[config.mk]
export PLATFORM = sky130hd
export DESIGN_NAME = evt_readout_ctrl
export DESIGN_NICKNAME = d
export VERILOG_FILES = /design/src/rtl/evt_readout_ctrl.sv
export SDC_FILE = /design/constraint.sdc
export NUM_CORES = 1
export LEC_CHECK = 0
export CORE_ASPECT_RATIO = 1.4
export CORE_MARGIN = 8
export CORE_UTILIZATION = 35
export CTS_CLUSTER_SIZE = 16
export DETAILED_ROUTE_END_ITERATION = 12
export GPL_TIMING_DRIVEN = 1
export HOLD_SLACK_MARGIN = 0.12
export PLACE_DENSITY = 0.61
export RECOVER_POWER = 50
export SLEW_MARGIN = 10
export SYNTH_ARGS = -nofsm -noshare
export SYNTH_HDL_FRONTEND = slang
export SYNTH_SLANG_ARGS = --single-unit
[constraint.sdc]
create_clock -name clk_i -period 4.35 [get_ports clk_i]
set_clock_uncertainty 0.1 [all_clocks]
set_input_delay 0.87 -clock clk_i [delete_from_list [all_inputs] [get_ports clk_i]]
set_output_delay 0.87 -clock clk_i [all_outputs]
set_load 0.03 [all_outputs]
[src/rtl/evt_readout_ctrl.sv]
// Readout controller: sequences the pixel arbiter, timestamps granted events and
// buffers them in a first-word-fall-through FIFO behind a valid/ready sink port.
module evt_readout_ctrl #(
    parameter int EVT_W        = 8,
    parameter int TS_W         = 16,
    parameter int DEPTH        = 8,
    parameter int AFULL_MARGIN = 2
) (
    input  logic                         clk_i,
    input  logic                         reset_i,
    input  logic                         run_i,
    input  logic                         stop_i,
    output logic                         arb_enable_o,
    input  logic                         arb_gnt_any_i,
    input  logic [EVT_W-1:0]             arb_data_i,
    output logic                         evt_valid_o,
    input  logic                         evt_ready_i,
    output logic [TS_W+EVT_W-1:0]        evt_data_o,
    output logic [$clog2(DEPTH+1)-1:0]   fifo_level_o,
    output logic                         overflow_o,
    output logic [7:0]                   drop_cnt_o,
    output logic [1:0]                   state_o
);

    localparam int PTR_W = $clog2(DEPTH);
    localparam int LVL_W = $clog2(DEPTH+1);
    localparam int DW    = TS_W + EVT_W;

    localparam logic [LVL_W-1:0] LVL_FULL  = LVL_W'(DEPTH);
    localparam logic [LVL_W-1:0] LVL_AFULL = LVL_W'(DEPTH - AFULL_MARGIN);
    localparam logic [LVL_W-1:0] LVL_HALF  = LVL_W'(DEPTH / 2);

    // state      | meaning
    // S_IDLE     | arbiter off, timestamp held, waiting for run
    // S_RUN      | arbiter enabled, capturing and timestamping
    // S_THROTTLE | FIFO near full, arbiter off, in-flight grants still captured
    // S_DRAIN    | stopped, emptying FIFO before returning to idle
    typedef enum logic [1:0] {
        S_IDLE     = 2'd0,
        S_RUN      = 2'd1,
        S_THROTTLE = 2'd2,
        S_DRAIN    = 2'd3
    } state_t;

    state_t             r_state;
    state_t             w_next;
    logic [DW-1:0]      r_mem [DEPTH];
    logic [PTR_W-1:0]   r_wr_ptr;
    logic [PTR_W-1:0]   r_rd_ptr;
    logic [LVL_W-1:0]   r_level;
    logic [LVL_W-1:0]   w_level_nxt;
    logic [TS_W-1:0]    r_ts;
    logic               r_arb_en;
    logic               r_ovf;
    logic [7:0]         r_drop;
    logic               w_push_req;
    logic               w_pop;
    logic               w_full;
    logic               w_push;
    logic               w_drop;
    logic               w_start;

    assign w_full     = (r_level == LVL_FULL);
    assign w_push_req = (r_state != S_IDLE) && arb_gnt_any_i;
    assign w_pop      = (r_level != '0) && evt_ready_i;
    // A pop frees the head slot in the same cycle, so a full FIFO can still accept.
    assign w_push     = w_push_req && (!w_full || w_pop);
    assign w_drop     = w_push_req && w_full && !w_pop;

    always_comb begin
        w_level_nxt = r_level;
        if (w_push && !w_pop) begin
            w_level_nxt = r_level + LVL_W'(1);
        end else if (!w_push && w_pop) begin
            w_level_nxt = r_level - LVL_W'(1);
        end
    end

    always_comb begin
        w_next  = r_state;
        w_start = 1'b0;
        case (r_state)
            S_IDLE: begin
                if (run_i && !stop_i) begin
                    w_next  = S_RUN;
                    w_start = 1'b1;
                end
            end
            S_RUN: begin
                if (stop_i) begin
                    w_next = S_DRAIN;
                end else if (w_level_nxt >= LVL_AFULL) begin
                    w_next = S_THROTTLE;
                end
            end
            S_THROTTLE: begin
                if (stop_i) begin
                    w_next = S_DRAIN;
                end else if (w_level_nxt <= LVL_HALF) begin
                    w_next = S_RUN;
                end
            end
            S_DRAIN: begin
                if ((w_level_nxt == '0) && !arb_gnt_any_i) begin
                    w_next = S_IDLE;
                end
            end
            default: w_next = S_IDLE;
        endcase
    end

    always_ff @(posedge clk_i) begin
        if (reset_i) begin
            r_state  <= S_IDLE;
            r_arb_en <= 1'b0;
            r_wr_ptr <= '0;
            r_rd_ptr <= '0;
            r_level  <= '0;
            r_ts     <= '0;
            r_ovf    <= 1'b0;
            r_drop   <= '0;
        end else begin
            r_state  <= w_next;
            r_arb_en <= (w_next == S_RUN);
            r_level  <= w_level_nxt;
            if (w_push) begin
                r_wr_ptr <= r_wr_ptr + PTR_W'(1);
            end
            if (w_pop) begin
                r_rd_ptr <= r_rd_ptr + PTR_W'(1);
            end
            if (w_start) begin
                r_ts <= '0;
            end else if ((r_state == S_RUN) || (r_state == S_THROTTLE)) begin
                r_ts <= r_ts + TS_W'(1);
            end
            if (w_start) begin
                r_ovf  <= 1'b0;
                r_drop <= '0;
            end else if (w_drop) begin
                r_ovf <= 1'b1;
                if (r_drop != 8'hFF) begin
                    r_drop <= r_drop + 8'd1;
                end
            end
        end
    end

    // Storage is not reset; occupancy alone decides what is visible.
    always_ff @(posedge clk_i) begin
        if (!reset_i && w_push) begin
            r_mem[r_wr_ptr] <= {r_ts, arb_data_i};
        end
    end

    assign evt_valid_o  = (r_level != '0);
    assign evt_data_o   = evt_valid_o ? r_mem[r_rd_ptr] : '0;
    assign fifo_level_o = r_level;
    assign overflow_o   = r_ovf;
    assign drop_cnt_o   = r_drop;
    assign arb_enable_o = r_arb_en;
    assign state_o      = r_state;

endmodule

**Word level (Yosys, flattened, before mapping)**

Memories as Yosys holds them, arrays and structs flattened. A register that Yosys moved wholly into a read port is not among the register bits.
Index checks and enable logic that the tools add are counted.

- Word-level logic and storage cells: 63
- Output and inout port bits: 41
- Memories kept: 1
- Bits in writable memories: 192
- Register bits after elaboration: 38

- Order comparisons: 2
- Reduce and logical (&&, ||, !) cells: 24
- $add $sub $neg: 6
- Mux-type cells: 16
- Equal/unequal tests: 6

Memory list:

| memory | words | bits a word | rd ports | clocked after Yosys merged registers in | wr ports | RTL line | text |
|---|---|---|---|---|---|---|---|
| r_mem | 8 | 24 | 1 | 1 | 1 | 47 | `logic [DW-1:0] r_mem [DEPTH];` |

Operator list:

| cell | count |
|---|---|
| $mux W24 | 1 |
| $add A16 B1 Y16 const B | 1 |
| $mux W2 | 6 |
| $logic_and A1 B1 Y1 | 10 |
| $add A8 B1 Y8 const B | 1 |
| $mux W4 | 2 |
| $ne A8 B8 Y1 const B | 1 |
| $pmux W2 S4 | 1 |
| $add A3 B1 Y3 const B | 2 |
| $logic_not A1 Y1 | 6 |
| $mux W3 | 2 |
| $add A4 B1 Y4 const B | 1 |
| $eq A2 B1 Y1 const B | 2 |
| $eq A2 B2 Y1 const B | 2 |
| $eq A4 B4 Y1 const B | 1 |
| $ge A4 B3 Y1 const B | 1 |
| $le A4 B3 Y1 const B | 1 |
| $logic_not A4 Y1 | 1 |
| $mux W1 | 4 |
| $reduce_bool A4 Y1 | 1 |
| $sub A4 B1 Y4 const B | 1 |
| $logic_not A2 Y1 | 1 |
| $logic_or A1 B1 Y1 | 2 |
| $reduce_and A2 Y1 | 1 |
| other kinds (2) | 2 |

**Longest topological paths before layout**

Gate-level depths: netlist of the first run.

- Word-level depth: 13
- Gate-level depth with buffers: 10
- Depth with buffers taken out: 10

**Least setup slack after synthesis of the first run**

OpenSTA, ideal clock, no wires.

- Path kind: reg-to-reg
- Start: register r_level[1] (netlist: fifo_level_o[1])
- End: memory r_mem[3][0] (netlist bit) (enable)
- Path slack: 306 ps
- Path buffers: 0
- Data arrival time: 3503 ps
- Cell stages (with the launch flop): 7
- Setup time: 440 ps
- Path through: dfxtp_1 > inv_1 > ha_1 > and4bb_2 > nor2_1 > nand3b_1 > nor3b_1

- Cells in the longest elaborated chain, start to end: 7
- Elaborated cells on any way between the ends: 9
- Classes of those cells: eq/ne: 1; mux: 2; reduce/logical: 6

RTL lines:

| what | RTL line | text |
|---|---|---|
| start, declared | 50 | `logic [LVL_W-1:0] r_level;` |
| start signal, assigned | 125 | `r_level <= w_level_nxt;` |
| $eq A4 B4 Y1 or $reduce_bool A4 Y1 (tied branches) | 63, 65 |  |
| $logic_not A1 Y1 or $logic_and A1 B1 Y1 (tied branches) | 67, 65 |  |
| $logic_or A1 B1 Y1 * | 67 | `assign w_push = w_push_req && (!w_full \|\| w_pop);` |
| $logic_and A1 B1 Y1 * | 67 |  |
| $logic_and A1 B1 Y1 * | 151 | `if (!reset_i && w_push) begin` |
| $mux W1 * | 151 |  |
| $mux W1 (not written as such) * | 152 | `r_mem[r_wr_ptr] <= {r_ts, arb_data_i};` |
| end, declared | 47 |  |

Every way passes the cells marked *; elsewhere a longest branch is shown, timed or not.

**Final worst setup path of the first run**

- Start: register r_level[1] (netlist: fifo_level_o[1])
- End: output port evt_data_o[22]

- Cells in the longest elaborated chain, start to end: 2

RTL lines:

| what | RTL line | text |
|---|---|---|
| $reduce_bool A4 Y1 | 156 | `assign evt_valid_o = (r_level != '0);` |
| $mux W24 | 157 | `assign evt_data_o = evt_valid_o ? r_mem[r_rd_ptr] : '0;` |
| end, declared | 18 | `output logic [TS_W+EVT_W-1:0] evt_data_o,` |

No other way between the ends.

==> reports/metrics.yaml, run 1 <==
run_status: "finished, violations left"
violations: "capacitance limit, slew limit"
multiInputGateArea_um2: 2690
synth_edf_count: 192
ff2ff_setup_slack_ns: 1.26
syn_inst: 564
synth_area_um2: 9440
cp_data_arrival_time_ns: 3.00
synth_top_family_by_area: "multiplexers"
die_w_um: 155
io_pins: 55
clkLatencyLatePin_ns: 0.48
dieArea_um2: 32600
cts_root_buf: "clkbuf_16"
drt_wl_total_mm: 18.6
max_freq_mhz: 252
seqCellArea_um2: 6590
fin_crit_sh: 0.912
cts_setup_buffers: 0
fin_crit_ns: 3.97
antenna_cells: 0
slew_headroom: -0.0349
grt_start_max_net_pins: 26
hold_buffers: 0
critical_path_class: "flip-flop to output port"
yosys_warnings: 0
die_h_um: 210
hold_class: "flip-flop to flip-flop"
crit_path_top_delay_cell: "clkdlybuf4s50_1"
cts_tree: "yes"
drive_above_1_share: 0.166
worstMarginPinSlew_ns: 1.55
port_buffers: 54
synth_compound_area_frac: 0.0288
critPathMaxFanout: 24
remaining_drc_errors: 0
clkTransAtPathRegs_ns: 0.07
viasPerCell: 4.99
grt_overflow: 0
synthesis.nets: 588
slew_viol_final: 26
pre_cts_slack_ns: 0.750
critPathCaptureType: "output port"
start_util: 0.353
grt_pass1_vias: 5473
seq_area_frac_synth: 0.697
antenna_left: 0
synth-simple-area-share: 0.0741
cts_buffers: 21
nFillCells: 2399
std_cell_rows: 71
synth.largest_area_cell: "edfxtp_1"
avgSynthCellArea_um2: 16.7
yosysMostFrequentCell: "edfxtp_1"
power.density_nw_per_um2: 526
synthTopCellsByArea: "edfxtp_1 61%, mux4_2 11%, dfxtp_1 8.7%, mux2i_1 2.9%, nor2_1 2.9%"
coreArea_um2: 26700
rsz0062_at_grt: "false"
wl_per_cell_um: 18.5
hold_violations: 0
fin_setup_tns_ns: 0
grt_util_all_layers: 0.115
ys_seq_elements: 233
synth-main-ff-cell: "edfxtp_1"
setup_ws_ns: 0.381
power.leakage_nw: 3.55
ir_drop_mv: 0.323
hpwlAfterDp_mm: 11.3
slowest_delay_ns: 0.63
worstPathCellList: "inv_1, ha_1, nor3b_1, buf_4, nor2_1, clkdlybuf4s50_1"
synth.area.mux_share: 0.143
ctsResizeCount: 0
cts.sinks: 233
setup-violations-final: 0
grt_first_pass_wirelength_mm: 29.4
place.gp.congestion: 0.799
htree_levels: 1
antenna_found_initial: 0
dr.first_iter.drc_count: 329
synth_xor_area_frac: 0.0250
setup.worst_path.start_class: "flip-flop"
area_growth_syn_to_layout_pct: 17.5
synth_common_cells: "192 x edfxtp_1, 72 x nor2_1, 48 x mux4_2, 41 x dfxtp_1, 27 x mux2i_1"
firstDrtPassIters: 4
num_vias: 5018
layout.nets: 652
synth_cell_type_count: 55
cp.required_ns: 3.38
drv_cap: 1
synth-adder-area-share: 0.0133
clk_path_buf_depth: 3
async_flop_share: 0
netlist.area_leader.share: 0.611
[kinds of logic (layout without fill, tap and decap cells)]
group | count (synthesis) | count (layout)
AO/OA/AOI/OAI | 36 | 36
XOR/XNOR | 27 | 27
adder cells (fa/ha/maj) | 10 | 10
buffers and inverters | 39 | 115
flip-flops | 233 | 233
multiplexers | 75 | 75
AND/OR/NAND/NOR | 144 | 144
[flip-flops by register name, summed over array words and instances (netlist names), named ones only]
register and flops:
r_mem 192, arb_enable_o 1, drop_cnt_o 8, overflow_o 1, fifo_level_o 4, r_wr_ptr 3, r_rd_ptr 3, r_ts 16
state_o 2
[worst max-delay path: cells and delay by family (launching register included)]
| kind | cells | cell delay [ns] |
|---|---|---|
| fa+ha+maj | 1 | 0.25 |
| flops | 1 | 0.39 |
| buf+inv | 3 | 1.21 |
| simple gates | 2 | 0.66 |
[metrics by stage]
stage	instances	power [mW]	area [um2]	utilization	hold slack [ns]
floorplan	564	3.66	9440	-	0.347
global placement	970	4.17	10500	0.391	0.366
detailed placement	970	4.19	10500	0.391	0.374
CTS	1005	5.93	11100	0.415	0.399
global route	1005	6.10	11100	0.415	0.440
finish	1005	5.83	11100	0.415	0.392
[power by group]
part,switching (mW),leakage [nW],internal (mW)
clock network,0.746,0.324,0.993
registers,0.120,2.09,2.43
logic,0.831,1.13,0.712
total,1.70,3.55,4.13
[cells in the final DEF, fill, tap and decap left out, types with 3 or more instances in the layout]
master	n
edfxtp_1	192
nor2_1	71
mux4_2	48
dfxtp_1	39
clkdlybuf4s50_1	37
mux2i_1	27
nand2_1	22
clkbuf_16	22
xor2_1	18
dlygate4sd3_1	17
buf_4	15
inv_1	11
nand3_1	11
ha_1	10
a21oi_1	9
xnor2_1	9
nand4_1	7
nor3b_2	4
nor3_1	4
clkbuf_8	4
nor4_1	3
o211ai_1	3
and3_1	3
o31a_1	3
[per-layer routing]
| metal | vias to the layer above | track usage | share of wire |
|---|---|---|---|
| met2 | 124 | 0.215 | 0.54 |
| met1 | 2561 | 0.130 | 0.39 |
| met5 | - | 0 | 0 |
| li1 | 2302 | - | - |
| met4 | 0 | 0.0369 | 0.022 |
| met3 | 31 | 0.0197 | 0.044 |
[cell type report]
| type | count | area share |
|---|---|---|
| well taps | 365 | 0.0412 |
| flip-flops and latches | 233 | 0.594 |
| multi-input cells | 292 | 0.243 |
| clock buffers | 28 | 0.0553 |
| clock inverters | 7 | 0.00406 |
| inverters | 11 | 0.00372 |
| repair buffers | 69 | 0.0589 |
[final timing paths]
kind / endpoint / depth (start not counted) / startpoint
min reg2reg: flip-flop / 2 / r_rd_ptr[1]
min: flip-flop / 2 / r_rd_ptr[1]
max reg2reg: arb_enable_o / 10 / fifo_level_o[1]
max: evt_data_o[22] / 6 / fifo_level_o[1]
No activity file was read; power rests on OpenSTA's default activity.
==> run 2, diff against run 1 <==
SETUP_SLACK_MARGIN = 0.15   (was default)
==> results of run 2 <==
Final layout, timing and power as in run 1 (identical DEF).
==> run 3, diff against run 2 <==
CORE_MARGIN = 1   (was 8)
clock period = 3.9 ns   (was 4.35 ns; I/O delays follow)
==> reports/metrics.yaml, run 3 (synthesis results as in run 1) <==
run_status: "finished clean"
dr.first_iter.drc_count: 311
layout.nets: 657
critical_path_class: "flip-flop to output port"
grt_first_pass_wirelength_mm: 29.8
max_freq_mhz: 277
dp.cells: 930
dieArea_um2: 27700
fin_crit_ns: 3.61
critPathCaptureType: "output port"
clkLatencyLatePin_ns: 0.50
fin_crit_sh: 0.925
power.density_nw_per_um2: 608
cts_tree: "yes"
crit_family: "buffers and inverters"
area_growth_syn_to_layout_pct: 19.0
largest_reg_flops: 192
clk_path_buf_depth: 3
cts_root_buf: "clkbuf_16"
slowest_delay_ns: 0.73
grt_pass1_vias: 5518
slew_headroom: 0.0712
fin_setup_tns_ns: 0
regMostFlops: "r_mem"
hold_slack_ns: 0.403
std_cell_rows: 70
setup.worst_path.start_class: "flip-flop"
cp_data_arrival_time_ns: 2.73
rsz0062_at_grt: "false"
htree_levels: 1
die_w_um: 141
wl_per_cell_um: 19.1
place.gp.congestion: 0.860
worstPathCellList: "inv_1, ha_1, nor3b_4, buf_4, inv_1, clkdlybuf4s50_1"
slew_viol_final: 0
hpwlAfterDp_mm: 11.4
drive_above_1_share: 0.180
antenna_cells: 0
cpMostUsedCell: "inv_1"
num_vias: 5090
grt_start_max_net_pins: 26
die_h_um: 196
hold_buffers: 0
antenna_found_initial: 0
viasPerCell: 5.23
remaining_drc_errors: 0
cts.sinks: 233
coreArea_um2: 26300
io_pins: 55
start_util: 0.359
hold_violations: 0
crit_path_top_delay_cell: "clkdlybuf4s50_1"
grt_util_all_layers: 0.140
setup-violations-final: 0
port_buffers: 54
drt_wl_total_mm: 18.7
critical_path_buf_inv_count: 4
clkTransAtPathRegs_ns: 0.06
fin_cells: 974
layout_commonest_cell: "edfxtp_1"
worstMarginPinSlew_ns: 1.39
ir_drop_mv: 0.363
cp.required_ns: 3.02
hold_class: "flip-flop to flip-flop"
firstDrtPassIters: 4
grt_overflow: 0
antenna_left: 0
cts_buffers: 23
drv_cap: 0
most-common-layout-cells: "192 x edfxtp_1, 71 x nor2_1, 48 x mux4_2"
power.leakage_nw: 3.63
critPathMaxFanout: 12
[run 3: layout make-up]
type | instances | area [um2]
fillers | 2321 | 15000
inverters | 11 | 41.3
multi-input cells | 292 | 2710
repair buffers | 72 | 726
clock buffers | 27 | 591
flip-flops and latches | 233 | 6590
well taps | 324 | 405
clock inverters | 15 | 173
[run 3: where the power goes]
part           switching (mW)  internal, mW
combinational           0.994         0.848
sequential             0.0786          2.71
clock                   0.905          1.30
[run 3: path summary, 6_finish.rpt]
path / depth (start not counted) / slack, ns / from / to
worst max-delay path: 6 / 0.29 / fifo_level_o[1] / evt_valid_o
worst min-delay path: 2 / 0.40 / r_rd_ptr[1] / flip-flop
worst max register to register: 11 / 0.72 / fifo_level_o[1] / arb_enable_o
worst min register to register: 2 / 0.40 / r_rd_ptr[1] / flip-flop
[run 3: metal layers]
| metal | wire length [um] | up-vias | global-route usage |
|---|---|---|---|
| li1 | - | 2323 | - |
| met1 | 7310 | 2598 | 0.167 |
| met2 | 9950 | 141 | 0.260 |
| met3 | 1030 | 28 | 0.0204 |
| met4 | 356 | 0 | 0.0435 |
| met5 | 0 | - | 0 |
[run 3: worst register-to-register path, cell delays in order (launching register included)]
cell and delay [ns]:
dfxtp_1 0.47, inv_1 0.14, ha_1 0.27, nor3b_4 0.18
buf_4 0.21, inv_1 0.24, a21oi_1 0.07, a2111oi_0 0.59
o31a_1 0.23, o21ai_1 0.07, a311oi_1 0.33, nor3b_2 0.22
[run 3: what timing repair did]
| action | 4_1_cts | 5_1_grt |
|---|---|---|
| hold endpoints to repair | 0 | 0 |
| endpoints found under the setup margin | 4 | 1 |
| buffers inserted | 2 | 0 |
| gates cloned | 0 | 0 |
| resized for setup | 0 | 1 |
[run 3: stage by stage]
stage / cell area, um2 / utilization / worst slack [ns] / power [mW]
after floorplan: 9450 / - / -0.144 / 4.08
after global placement: 10500 / 0.398 / 0.548 / 4.69
after detailed placement: 10500 / 0.398 / 0.486 / 4.70
after CTS: 11200 / 0.428 / 0.188 / 6.95
after global routing: 11200 / 0.428 / 0.144 / 7.16
final: 11200 / 0.428 / 0.293 / 6.84
